===== config.mk =====
export PLATFORM = sky130hd
export DESIGN_NAME = fp_ld_align
export DESIGN_NICKNAME = d
export VERILOG_FILES = /design/src/rtl/fp_ld_align.sv
export SDC_FILE = /design/constraint.sdc
export NUM_CORES = 1
export LEC_CHECK = 0
export BUFFER_PORTS_ARGS = -buffer_cell sky130_fd_sc_hd__buf_2
export CAP_MARGIN = 10
export CORE_ASPECT_RATIO = 0.8
export CORE_MARGIN = 2
export CORE_UTILIZATION = 56
export CTS_CLUSTER_SIZE = 25
export DETAILED_ROUTE_END_ITERATION = 10
export GPL_TIMING_DRIVEN = 0
export PLACE_DENSITY = 0.78
export SYNTH_ARGS = -nofsm -noshare
export SYNTH_HDL_FRONTEND = slang
export SYNTH_SLANG_ARGS = --single-unit

===== constraint.sdc =====
create_clock -name clk -period 7.35 [get_ports clk]
set_input_delay 0.3675 -clock clk [delete_from_list [all_inputs] [get_ports clk]]
set_output_delay 0.3675 -clock clk [all_outputs]
set_load 0.005 [all_outputs]

===== src/rtl/fp_ld_align.sv =====
// fp_ld_align: aligns FP load operands from 128-bit cache beats.
// Byte reversal via FPLD_BSWAP_EN.
module fp_ld_align #(
  parameter int TAG_W = 9,
  parameter int SKID  = 1
) (
  input  logic             clk,
  input  logic             rst,
  input  logic             flush,
  input  logic             in_vld,
  output logic             in_rdy,
  input  logic [127:0]     in_data,
  input  logic [3:0]       in_off,
  input  logic             in_dbl,
  input  logic [1:0]       in_fmt,
  input  logic [TAG_W-1:0] in_tag,
`ifdef FPLD_BSWAP_EN
  input  logic             in_be,
`endif
  output logic             out_vld,
  input  logic             out_rdy,
  output logic [64:0]      out_A,
  output logic             out_en,
  output logic             out_to_sngl,
  output logic             out_to_dbl,
  output logic             out_to_ext,
  output logic [TAG_W-1:0] out_tag
);

  typedef enum logic {
    IDLE,
    HI
  } st_t;

  typedef struct packed {
    logic [63:0]      a;
    logic             sngl;
    logic             dbl;
    logic             ext;
    logic [TAG_W-1:0] tag;
  } op_t;

  st_t              st;
  logic [63:0]      l_q;
  logic [3:0]       n1_q;
  logic             dbl_q;
  logic [1:0]       fmt_q;
  logic [TAG_W-1:0] tag_q;
  op_t              out_q;
  op_t              skid_q;
  logic             skid_vld;

  logic [4:0]       nb;
  logic             split;
  logic [3:0]       n1;
  logic [63:0]      sh;
  logic [63:0]      hi_sh;
  logic [63:0]      raw;
  logic [63:0]      asm_v;
  logic [63:0]      fin;
  logic             sel_dbl;
  logic [1:0]       sel_fmt;
  logic             in_hi;
  logic             accept;
  logic             produce;
  logic             out_free;
  op_t              new_op;

  assign in_hi = (st == HI);
  assign nb    = in_dbl ? 5'd8 : 5'd4;
  assign split = ({1'b0, in_off} + nb) > 5'd16;
  assign n1    = 4'(5'd16 - {1'b0, in_off});

  // Shifted-down beat doubles as the split low part L.
  assign sh    = 64'(in_data >> {in_off, 3'b000});
  assign hi_sh = 64'(in_data << {n1_q, 3'b000});

  assign raw     = in_hi ? (l_q | hi_sh) : sh;
  assign sel_dbl = in_hi ? dbl_q : in_dbl;
  assign sel_fmt = in_hi ? fmt_q : in_fmt;
  assign asm_v   = sel_dbl ? raw : {32'b0, raw[31:0]};

`ifdef FPLD_BSWAP_EN
  logic        be_q;
  logic        be_sel;
  logic [63:0] rev64;
  logic [31:0] rev32;
  assign be_sel = in_hi ? be_q : in_be;
  assign rev64  = {<<8{asm_v}};
  assign rev32  = {<<8{asm_v[31:0]}};
  assign fin    = !be_sel ? asm_v :
                  sel_dbl ? rev64 :
                  {32'b0, rev32};
`else
  assign fin = asm_v;
`endif

  always_comb begin
    new_op      = '0;
    new_op.a    = fin;
    new_op.tag  = in_hi ? tag_q : in_tag;
    unique case (1'b1)
      (sel_fmt == 2'd0): new_op.sngl = 1'b1;
      (sel_fmt == 2'd2): new_op.ext  = 1'b1;
      default:           new_op.dbl  = 1'b1;
    endcase
  end

  assign out_free = ~out_vld | out_rdy;
  assign in_rdy   = (SKID != 0) ? ~skid_vld : out_free;
  assign accept   = in_vld & in_rdy;
  assign produce  = accept & (in_hi | ~split);

  always_ff @(posedge clk or posedge rst) begin
    if (rst) begin
      st       <= IDLE;
      l_q      <= '0;
      n1_q     <= '0;
      dbl_q    <= 1'b0;
      fmt_q    <= '0;
      tag_q    <= '0;
`ifdef FPLD_BSWAP_EN
      be_q     <= 1'b0;
`endif
      out_q    <= '0;
      out_vld  <= 1'b0;
      skid_q   <= '0;
      skid_vld <= 1'b0;
    end else if (flush) begin
      st       <= IDLE;
      out_vld  <= 1'b0;
      skid_vld <= 1'b0;
    end else begin
      if (accept) begin
        if (in_hi) begin
          st <= IDLE;
        end else if (split) begin
          st    <= HI;
          l_q   <= sh;
          n1_q  <= n1;
          dbl_q <= in_dbl;
          fmt_q <= in_fmt;
          tag_q <= in_tag;
`ifdef FPLD_BSWAP_EN
          be_q  <= in_be;
`endif
        end
      end
      if (skid_vld && out_rdy) begin
        out_q    <= skid_q;
        out_vld  <= 1'b1;
        skid_vld <= produce;
        if (produce) skid_q <= new_op;
      end else if (out_free) begin
        out_vld <= produce;
        if (produce) out_q <= new_op;
      end else if (produce && SKID != 0) begin
        skid_q   <= new_op;
        skid_vld <= 1'b1;
      end
    end
  end

  assign out_A       = {1'b0, out_q.a};
  assign out_en      = out_vld;
  assign out_to_sngl = out_q.sngl;
  assign out_to_dbl  = out_q.dbl;
  assign out_to_ext  = out_q.ext;
  assign out_tag     = out_q.tag;

endmodule


## After elaboration in Yosys (flattened, before gate mapping)

Cells that the tools add are included.

- Logic and storage cells: 74
- Output and inout bits: 80
- Register bits after elaboration: 235

- Bitwise logic cells: 10
- Add/sub/neg operators: 2
- Shift-type cells: 2
- Equal/unequal tests: 3
- Order comparisons: 1
- Muxes and demuxes: 26
- Reductions and logical operators: 12

Operator list:

| cell | count |
|---|---|
| two-way mux 76 bit | 6 |
| two-way mux 64 bit | 2 |
| << shifter 128 x 7 -> 64 bit | 1 |
| right shift 128 x 7 -> 64 bit | 1 |
| bitwise OR 64 bit | 1 |
| two-way mux 1 bit | 15 |
| two-way mux 9 bit | 1 |
| nonzero test 2 bit | 3 |
| nonzero test 3 bit | 2 |
| adder 4 x 4 -> 5 bit | 1 |
| greater-than comparator 5 bit, second input constant | 1 |
| inverter 1 bit | 5 |
| two-way mux 4 bit | 1 |
| AND reduction 2 bit | 2 |
| AND reduction 4 bit | 1 |
| subtractor 1 x 4 -> 4 bit, first input constant | 1 |
| != test 3 x 2 -> 1 bit, second input constant | 1 |
| AND reduction 3 bit | 1 |
| bitwise AND 1 bit | 2 |
| equality test 2 bit, second input constant | 1 |
| logical NOT 2 bit | 1 |
| two-way mux 2 bit | 1 |
| != test 2 x 1 -> 1 bit, second input constant | 1 |
| bitwise OR 1 bit | 2 |
| 2 further kinds | 2 |

## Logic depth before layout (Yosys ltp)

Gate-level depths: netlist (run 1).

- Depth after elaboration: 10
- Depth in mapped cells: 13

## Worst setup path after synthesis (run 1)

No wires, ideal clock.

- Path kind: input to register
- From: in in_off[3]
- To: reg l_q[50]
- Buffers on the path: 5
- Slack: 4.300 ns
- Arrival time: 2.925 ns
- Required time: 7.225 ns
- Stages: 11
- Cell sequence: buf_2 buf_2 inv_1 buf_2 buf_2 fa_1 and3b_1 nor2_1 nand2_1 clkbuf_1 mux2_2

- Word-level cells in the longest chain between the ends: 3
- Elaborated cells on any way between the ends: 4
- Classes of those cells: add/sub (1); order compare (1); shift (1); reduce/logical (1)

RTL lines:

| what | line | text |
|---|---|---|
| from (decl) | 13 | `input logic [3:0] in_off,` |
| adder 4 x 4 -> 5 bit | 71 | `assign split = ({1'b0, in_off} + nb) > 5'd16;` |
| greater-than comparator 5 bit | 71 |  |
| AND reduction 4 bit (no source line) | n/a |  |
| to (signal assigned) | 139 | `l_q <= sh;` |
| to (decl) | 44 | `logic [63:0] l_q;` |

Several ways; a longest one is shown, not always the timed one.
A chain may end at the register's enable or synchronous reset.

## Final worst setup path (run 1)

- From: in in_off[3]
- To: reg skid_q[38] (netlist bit)

- Word-level cells in the longest chain between the ends: 8
- Elaborated cells on any way between the ends: 11
- Classes of those cells: add/sub (1); order compare (1); shift (1); mux (5); bitwise (3)

RTL lines:

| what | line | text |
|---|---|---|
| adder 4 x 4 -> 5 bit | 71 |  |
| greater-than comparator 5 bit | 71 |  |
| inverter 1 bit | 112 | `assign produce = accept & (in_hi \| ~split);` |
| bitwise OR 1 bit | 112 |  |
| bitwise AND 1 bit | 112 |  |
| two-way mux 76 bit * | 153, 157 |  |
| two-way mux 76 bit | 154 | `end else if (out_free) begin` |
| two-way mux 76 bit * | 149 | `if (skid_vld && out_rdy) begin` |
| to (signal assigned) | 153 | `if (produce) skid_q <= new_op;` |
| to (signal assigned) | 158 | `skid_q <= new_op;` |
| to (decl) | 50 | `op_t skid_q;` |

Every way passes the cells marked *; elsewhere a longest branch is shown, timed or not. The select of a mux whose other input is x is not followed.

==> impl_summary.txt, run 1 <==
----------------------------------------------------
[Timing]
  Final-report setup violation count ... 0
  Unrepaired setup endpoints after global routing ... no
  Worst slew margin ... 6.04%
  Slew Limit Fails ... 0
  Peak Freq ... 0.242 GHz
  Hold Vio Cnt, Final ... 0
  Fin Clk Skew ... 0.0211 ns
  Tcrit/Tclk final ... 56.2%
  Clock period minus final worst setup slack ... 4.13 ns
  Actual slew at the worst max-slew pin ... 1.39 ns
  Post-route setup TNS ... 0 ns

[Route]
  Wirelength per Cell ... 33.1 um
  Vias per Instance ... 7.54
  Met1 Wirelength ... 27900 um
  DR top layer ... met5
  Routed met3 length ... 13000 um
  Via count ... 17600
  DRT Wirelength ... 77100 um
  Routed Antenna Nets ... 0
  Met2 routed wirelength ... 31000 um
  Iter 0 DRT Violations ... 2671
  Total DRC errors in the routed layout ... 0
  Iteration count of the initial detailed-routing pass ... 6

[CTS]
  Clock latency reported for the late side of the worst-skew pair ... 0.55 ns
  Cts bufs inserted ... 25
  Root buffer selected by CTS ... clkbuf_16
  Deepest clock path buffer count ... 3
  Total setup buffers inserted after CTS ... 0
  Resized Gates After CTS ... 0
  Clock-pin transition on the worst setup and hold timing paths ... 0.07 ns
  Clk sinks ... 235
  CTS tree ... yes
  H-Tree Depth ... 1
  Post-CTS Hold Buffers ... 1

[Global routing]
  Wire length of the first global-routing pass ... 111000 um
  Largest net degree at the start of global routing ... 94
  Total global routing overflow ... 0
  GRT Overall Usage ... 48.5%
  Antenna violations before repair ... 5
  Number of global-route vias before repair ... 16600

[Floorplan]
  Core Box Area ... 29400 sq um
  Die H ... 159 um
  Total number of placement rows ... 56
  Number of primary I/O pins ... 229
  Effective utilization at floorplan ... 57.1%
  Area enclosed by the die boundary ... 31400 sq um
  Die width ... 198 um

[Power and ir drop]
  Comb pwr share ... 36.3%
  Static power due to leakage ... 8.61 nW
  Net load switching power ... 1.85 mW
  Clock network power share ... 27.3%
  Cell Pwr Density ... 259 nW/um^2
  Net switching share of the total power ... 36.9%
  Share of total power in sequential cells ... 36.4%
  Worst IR Drop VDD ... 0.000202 V
  Internal power ... 3.17 mW

[Logic synthesis]
  Post-synthesis area per instance ... 10.0 sq um
  Number of distinct library cells after synthesis ... 74
  Cell types with the largest area share after synthesis ... dfrtp_1, mux4_2, mux2i_1
  EDFF count, synth ... 0
  Largest area contributor in the synthesized netlist ... dfrtp_1
  Summed instance area of the synthesized netlist ... 16800 sq um
  Top_reg_cell synth ... dfrtp_1
  Sequential share of the synthesized area ... 35.0%
  Number of instances in the synthesized netlist ... 1676
  Flip-flop and latch count after synthesis ... 235
  Count of synthesis-stage warnings from yosys ... 0
  Async S/R FF share, synth ... 100%
  Area fraction of the dominant cell type after synthesis ... 35.0%
  Synth Net Count ... 1828

[Layout]
  Relative area change from synthesis to final layout ... 15.3%
  Summed area of non-filler cells in the final layout ... 19400 sq um
  Fill cell count ... 2373
  Fraction of layout cells with a size suffix above 1 ... 27.4%
  Number of standard cells in the layout, taps in and fillers out ... 2328
  Final net count ... 2084

[Place]
  Number of placed instances, taps included ... 2281
  IO Port Bufs ... 224
  Post-DP HPWL ... 60100 um
  Routability cong. ... 1.08
  Cell area reported after detailed placement ... 18500 sq um

[Critical path]
  Worst endpoint required time ... 7.80 ns
  Category of the critical setup timing path ... in -> reg
  Worst-path fanout max ... 10
  Nature of the critical path endpoint ... flip-flop
  Arrival time of the worst setup path ... 4.59 ns
  Kind of start point of the critical path ... input pin

[Status]
  Outcome ... complete, no violations

[Job]
  Max-capacitance violation count ... 0

[Hold path]
  Path type of the worst min-delay path ... in -> reg

----------------------------------------------------
## state kept, by name, indices dropped and copies added (netlist names), 2 cells and up
name / count
out_A: 64
n1_q: 4
skid_q: 76
fmt_q: 2
tag_q: 9
l_q: 64
out_tag: 9
## layout make-up
class / instances / area [sq um] / area share (%)
multi-input combinational: 1268 / 10100 / 52.0
sequential: 235 / 5880 / 30.4
timing repair buffer: 229 / 1200 / 6.19
buffer: 151 / 777 / 4.01
clock buffer: 32 / 702 / 3.62
tap: 377 / 472 / 2.44
clock inverter: 12 / 178 / 0.917
inverter: 22 / 90.1 / 0.465
antenna: 2 / 5.00 / 0.0258
## through the flow
step | total power [mW] | worst slack, ns | utilization [%] | hold slack, ns
after floorplan | 2.86 | 0.536 | - | 0.431
after global placement | 3.50 | -1.95 | 62.5 | 0.460
after detailed placement | 3.56 | 2.89 | 62.8 | 0.448
after CTS | 4.91 | 3.45 | 65.8 | 0.0543
after global routing | 5.17 | 3.29 | 65.8 | 0.0805
final | 5.02 | 3.22 | 65.8 | 0.0558
## critical path, cell delays in order
cell and delay, ns:
buf_2 0.13, buf_2 0.21, inv_1 0.33, buf_2 0.42, buf_2 0.43, fa_1 0.46, and3b_1 0.22, o211ai_2 0.46
clkbuf_1 0.71, clkbuf_1 0.57, nand2_1 0.13, o21ai_0 0.11
## metal layers
metal,up-vias,global-route usage (%)
met1,8581,64.5
met5,-,0
met3,349,21.0
met2,1719,67.9
li1,6905,-
met4,4,23.0
## worst paths after layout
| path | start | end | slack (ns) | cells past startpoint |
|---|---|---|---|---|
| max reg2reg | in_hi$_DFFE_PP0P_ | skid_q[68]$_DFFE_PP0P_ | 3.94 | 6 |
| min reg2reg | skid_q[21]$_DFFE_PP0P_ | skid_q[21]$_DFFE_PP0P_ | 0.48 | 2 |
| max in group asynchronous | rst | l_q[48]$_DFFE_PP0P_ | 5.66 | 5 |
| min | out_rdy | skid_vld$_DFFE_PP0P_ | 0.06 | 2 |
| max | in_off[3] | skid_q[38]$_DFFE_PP0P_ | 3.22 | 12 |
| min in group asynchronous | rst | tag_q[0]$_DFFE_PP0P_ | 0.44 | 3 |
## logic make-up (layout without fill, tap and decap cells)
kind of cell | after synthesis | count (layout) | share of synthesized area [%]
AO/OA/AOI/OAI | 520 | 520 | 21.1
flip-flops | 235 | 235 | 35.0
XOR/XNOR | 1 | 1 | 0.0522
AND/OR/NAND/NOR | 423 | 423 | 11.7
other | 1 | 3 | 0.0223
adder cells (fa/ha/maj) | 3 | 3 | 0.268
buffers and inverters | 173 | 446 | 5.12
multiplexers | 320 | 320 | 26.8
## power groups by stage
stage          Combinational (mW)  Sequential (mW)  Clock, mW
4_1_cts                      1.74             1.81       1.36
3_3_place_gp                 1.69             1.81          0
6_report                     1.82             1.83       1.37
3_5_place_dp                 1.73             1.83          0
2_1_floorplan                1.07             1.78          0
5_1_grt                      1.90             1.85       1.42
## synthesized netlist by cell type, types with 6 or more instances
cell type  count
dfrtp_1      235
nand2_1      214
mux2i_1      147
o21ai_0      142
mux4_2        96
mux2_2        77
nor2_1        74
clkbuf_1      70
a21oi_1       69
buf_2         45
a22oi_1       40
nand2b_1      35
and2_1        32
a211oi_1      28
o22ai_1       27
a221o_1       26
a21o_1        23
o21ai_1       22
inv_1         19
nor2b_1       18
a2111oi_0     16
buf_4         14
o31ai_1       14
buf_1         13
nor3_1        13
a2bb2oi_1     12
o211ai_1      10
o32a_1        10
a221oi_1       8
a222oi_1       7
a22o_1         7
a31oi_1        7
o211a_1        6
o2bb2ai_1      6
## cell usage in the layout (no fill, tap or decap), types with 13 or more instances in the layout
| cell | instances |
|---|---|
| a2111oi_0 | 16 |
| a211oi_1 | 28 |
| a21o_1 | 23 |
| a21oi_1 | 69 |
| a221o_1 | 26 |
| a22oi_1 | 40 |
| and2_1 | 32 |
| buf_1 | 13 |
| buf_2 | 270 |
| buf_4 | 15 |
| clkbuf_1 | 72 |
| clkbuf_16 | 25 |
| dfrtp_1 | 235 |
| inv_1 | 18 |
| mux2_2 | 77 |
| mux2i_1 | 147 |
| mux4_2 | 96 |
| nand2_1 | 214 |
| nand2b_1 | 35 |
| nor2_1 | 74 |
| nor2b_1 | 18 |
| o21ai_0 | 142 |
| o21ai_1 | 22 |
| o22ai_1 | 27 |
| o31ai_1 | 14 |
No activity file was read; power rests on OpenSTA's default activity.
==> run 2, diff against run 1 <==
clock period = 4.2 ns   (was 7.35 ns; I/O delays follow)
==> run 2 against run 1 <==
Effect of this change:
- non-clock buffer count up 19
- first-iteration DRC count up 29%
- final area increased by 0.89%
- routed wire length up 9.5%
- clock-buffer cell count decreased by 4
- sequential share of layout area shrank 0.27 points
- largest power group is now combinational logic
- total power grew 78%
- worst hold slack gained 0.039 ns
- largest cell class unchanged
- sequential power is 79% higher
==> impl_summary.txt, run 2 (synthesis gave the netlist of run 1 again) <==
----------------------------------------------------
[Power and ir drop]
  Net load switching power ... 3.51 mW (+89%)
  Worst IR Drop VDD ... 0.000385 V (+91%)
  Cell Pwr Density ... 458 nW/um^2 (+77%)
  Net switching share of the total power ... 39.2% (+2.3 points)
  Share of total power in sequential cells ... 36.6% (+0.2 points)
  Comb pwr share ... 37.1% (+0.8 points)
  Clock network power share ... 26.3% (-1.0 points)
  Internal power ... 5.44 mW (+72%)
  Static power due to leakage ... 8.67 nW (+0.75%)
  Total power ... 8.95 mW (+78%)

[CTS]
  CTS tree ... yes
  Clk sinks ... 235 (unchanged)
  Cts bufs inserted ... 24 (-4.0%)
  Deepest clock path buffer count ... 3 (unchanged)
  Root buffer selected by CTS ... clkbuf_16
  Total setup buffers inserted after CTS ... 0 (unchanged)
  H-Tree Depth ... 1 (unchanged)
  Clock latency reported for the late side of the worst-skew pair ... 0.57 ns (+0.02 ns)
  Clock-pin transition on the worst setup and hold timing paths ... 0.08 ns (about the same)

[Global routing]
  Wire length of the first global-routing pass ... 121000 um (+8.9%)
  Antenna violations before repair ... 8 (+3)
  Number of global-route vias before repair ... 17800 (+7.2%)
  Largest net degree at the start of global routing ... 45 (-52%)
  Total global routing overflow ... 0 (unchanged)
  GRT Overall Usage ... 53.5% (+5.0 points)

[Timing]
  Actual slew at the worst max-slew pin ... 1.43 ns (+0.0382 ns)
  Tcrit/Tclk final ... 98.7%
  Unrepaired setup endpoints after global routing ... no
  Setup slack of the critical path after layout ... 0.0551 ns (-3.16 ns)
  Peak Freq ... 0.241 GHz
  Hold Vio Cnt, Final ... 0 (unchanged)
  Slew Limit Fails ... 0 (unchanged)
  Final-report setup violation count ... 0 (unchanged)
  Worst slew margin ... 4.47% (-1.6 points)
  Fin Clk Skew ... 0.0322 ns (+0.0111 ns)
  Clock period minus final worst setup slack ... 4.14 ns

[Critical path]
  Category of the critical setup timing path ... in -> reg
  Kind of start point of the critical path ... input pin
  Cell depth of the worst flop-to-flop path ... 6 (unchanged)
  Nature of the critical path endpoint ... flip-flop
  Arrival time of the worst setup path ... 4.61 ns (+0.02 ns)
  Reg-to-reg setup timing slack ... 0.39 ns (-3.55 ns)
  Startpoint of the lowest-slack register-to-register path ... in_hi$_DFFE_PP0P_
  Worst endpoint required time ... 4.66 ns (-3.14 ns)
  R2R Path End ... out_A[63]$_DFFE_PP0P_
  Worst-path fanout max ... 10 (unchanged)

[Layout]
  Relative area change from synthesis to final layout ... 16.3%
  Most common cell after layout, fill and taps aside ... buf_2
  Max reg flops ... 76 (unchanged)
  Fraction of layout cells with a size suffix above 1 ... 27.5% (+0.091 points)
  Most frequent cells in the layout ... buf_2, dfrtp_1, nand2_1
  Final net count ... 2102 (+0.86%)
  Number of standard cells in the layout, taps in and fillers out ... 2351 (+0.99%)
  Top reg by flops ... skid_q
  Fin util ... 66.4% (+0.59 points)

[Place]
  Routability cong. ... 1.09 (+0.17%)
  IO Port Bufs ... 224 (unchanged)
  Post-DP HPWL ... 63400 um (+5.5%)
  Number of placed instances, taps included ... 2287 (+0.26%)
  Worst setup timing slack at the placement stage ... -0.142 ns (-3.04 ns)

[Floorplan]
  Die width ... 198 um (unchanged)
  Effective utilization at floorplan ... 57.1% (unchanged)
  Area enclosed by the die boundary ... 31400 sq um (unchanged)
  Die H ... 159 um (unchanged)
  Total number of placement rows ... 56 (unchanged)
  Core Box Area ... 29400 sq um (unchanged)
  Number of primary I/O pins ... 229 (unchanged)

[Route]
  DRT Wirelength ... 84500 um (+9.5%)
  Wirelength per Cell ... 35.9 um (+8.5%)
  Total DRC errors in the routed layout ... 0 (unchanged)
  Vias per Instance ... 7.83 (+3.8%)
  Iteration count of the initial detailed-routing pass ... 7 (+1)
  Routed Antenna Nets ... 0 (unchanged)
  Via count ... 18400 (+4.8%)
  Iter 0 DRT Violations ... 3443 (+29%)

[Hold path]
  Hold path startpoint ... in_dbl
  Sink of the worst hold path ... dbl_q$_DFFE_PP0P_
  Path type of the worst min-delay path ... in -> reg
  Instance count along the most critical hold path ... 3 (+1)

[Job]
  Max-capacitance violation count ... 0 (unchanged)

[Status]
  Outcome ... complete, no violations

----------------------------------------------------
==> run 2: worst max path at each step <==
stage,start,end,cells after the start
floorplan,rst,dbl_q$_DFFE_PP0P_,1
detailed placement,in_off[3],skid_q[0]$_DFFE_PP0P_,11
finish,in_off[3],skid_q[74]$_DFFE_PP0P_,12
global placement,rst,n1_q[1]$_DFFE_PP0P_,2
global route,in_off[3],out_tag[4]$_DFFE_PP0P_,13
CTS,in_off[3],skid_q[75]$_DFFE_PP0P_,12
==> run 2: layout make-up <==
class	instances	area (sq um)
Antenna cell	6	15.0
Multi-Input combinational cell	1268	10100
Sequential cell	235	5880
Timing Repair Buffer	248	1410
Clock inverter	16	186
Clock buffer	28	646
Inverter	22	86.3
Buffer	151	777
Tap cell	377	472
Fill cell	2267	9880
==> run 2: worst max-delay path, cell delays in order <==
cell      delay, ns
buf_2          0.14
buf_2          0.22
inv_1          0.30
buf_2          0.40
buf_2          0.44
fa_1           0.47
and3b_1        0.24
o211ai_2       0.52
clkbuf_1       0.77
buf_1          0.48
nand2_1        0.23
o21ai_0        0.17
==> run 2: routing by layer <==
layer	vias up	share of wire, %	global-route usage [%]
met1	8849	34	67.1
met4	10	8.2	31.1
met3	530	19	29.2
met2	2070	39	72.3
met5	-	0.10	0
li1	6948	-	-
==> run 2: what timing repair did <==
item | in CTS | in global routing
hold buffers | 14 | 0
gates resized for setup | 0 | 1
hold endpoints to repair | 36 | 0
endpoints found under the setup margin | 0 | 3
==> run 2: power by group through the flow <==
| stage | clock network, mW | registers [mW] | logic (mW) |
|---|---|---|---|
| finish | 2.35 | 3.28 | 3.32 |
| global route | 2.40 | 3.30 | 3.43 |
| CTS | 2.29 | 3.21 | 3.12 |
| detailed placement | 0 | 3.23 | 3.07 |
| global placement | 0 | 3.19 | 2.97 |
| floorplan | 0 | 3.12 | 1.88 |
==> run 2: stage by stage <==
step / cell area, sq um / hold slack [ns] / TNS, ns
after floorplan: 16800 / 0.273 / 0
after global placement: 18400 / 0.437 / -77.37
after detailed placement: 18600 / 0.304 / -1.19
after CTS: 19500 / 0.0967 / 0
after global routing: 19500 / 0.140 / 0
final: 19500 / 0.0949 / 0
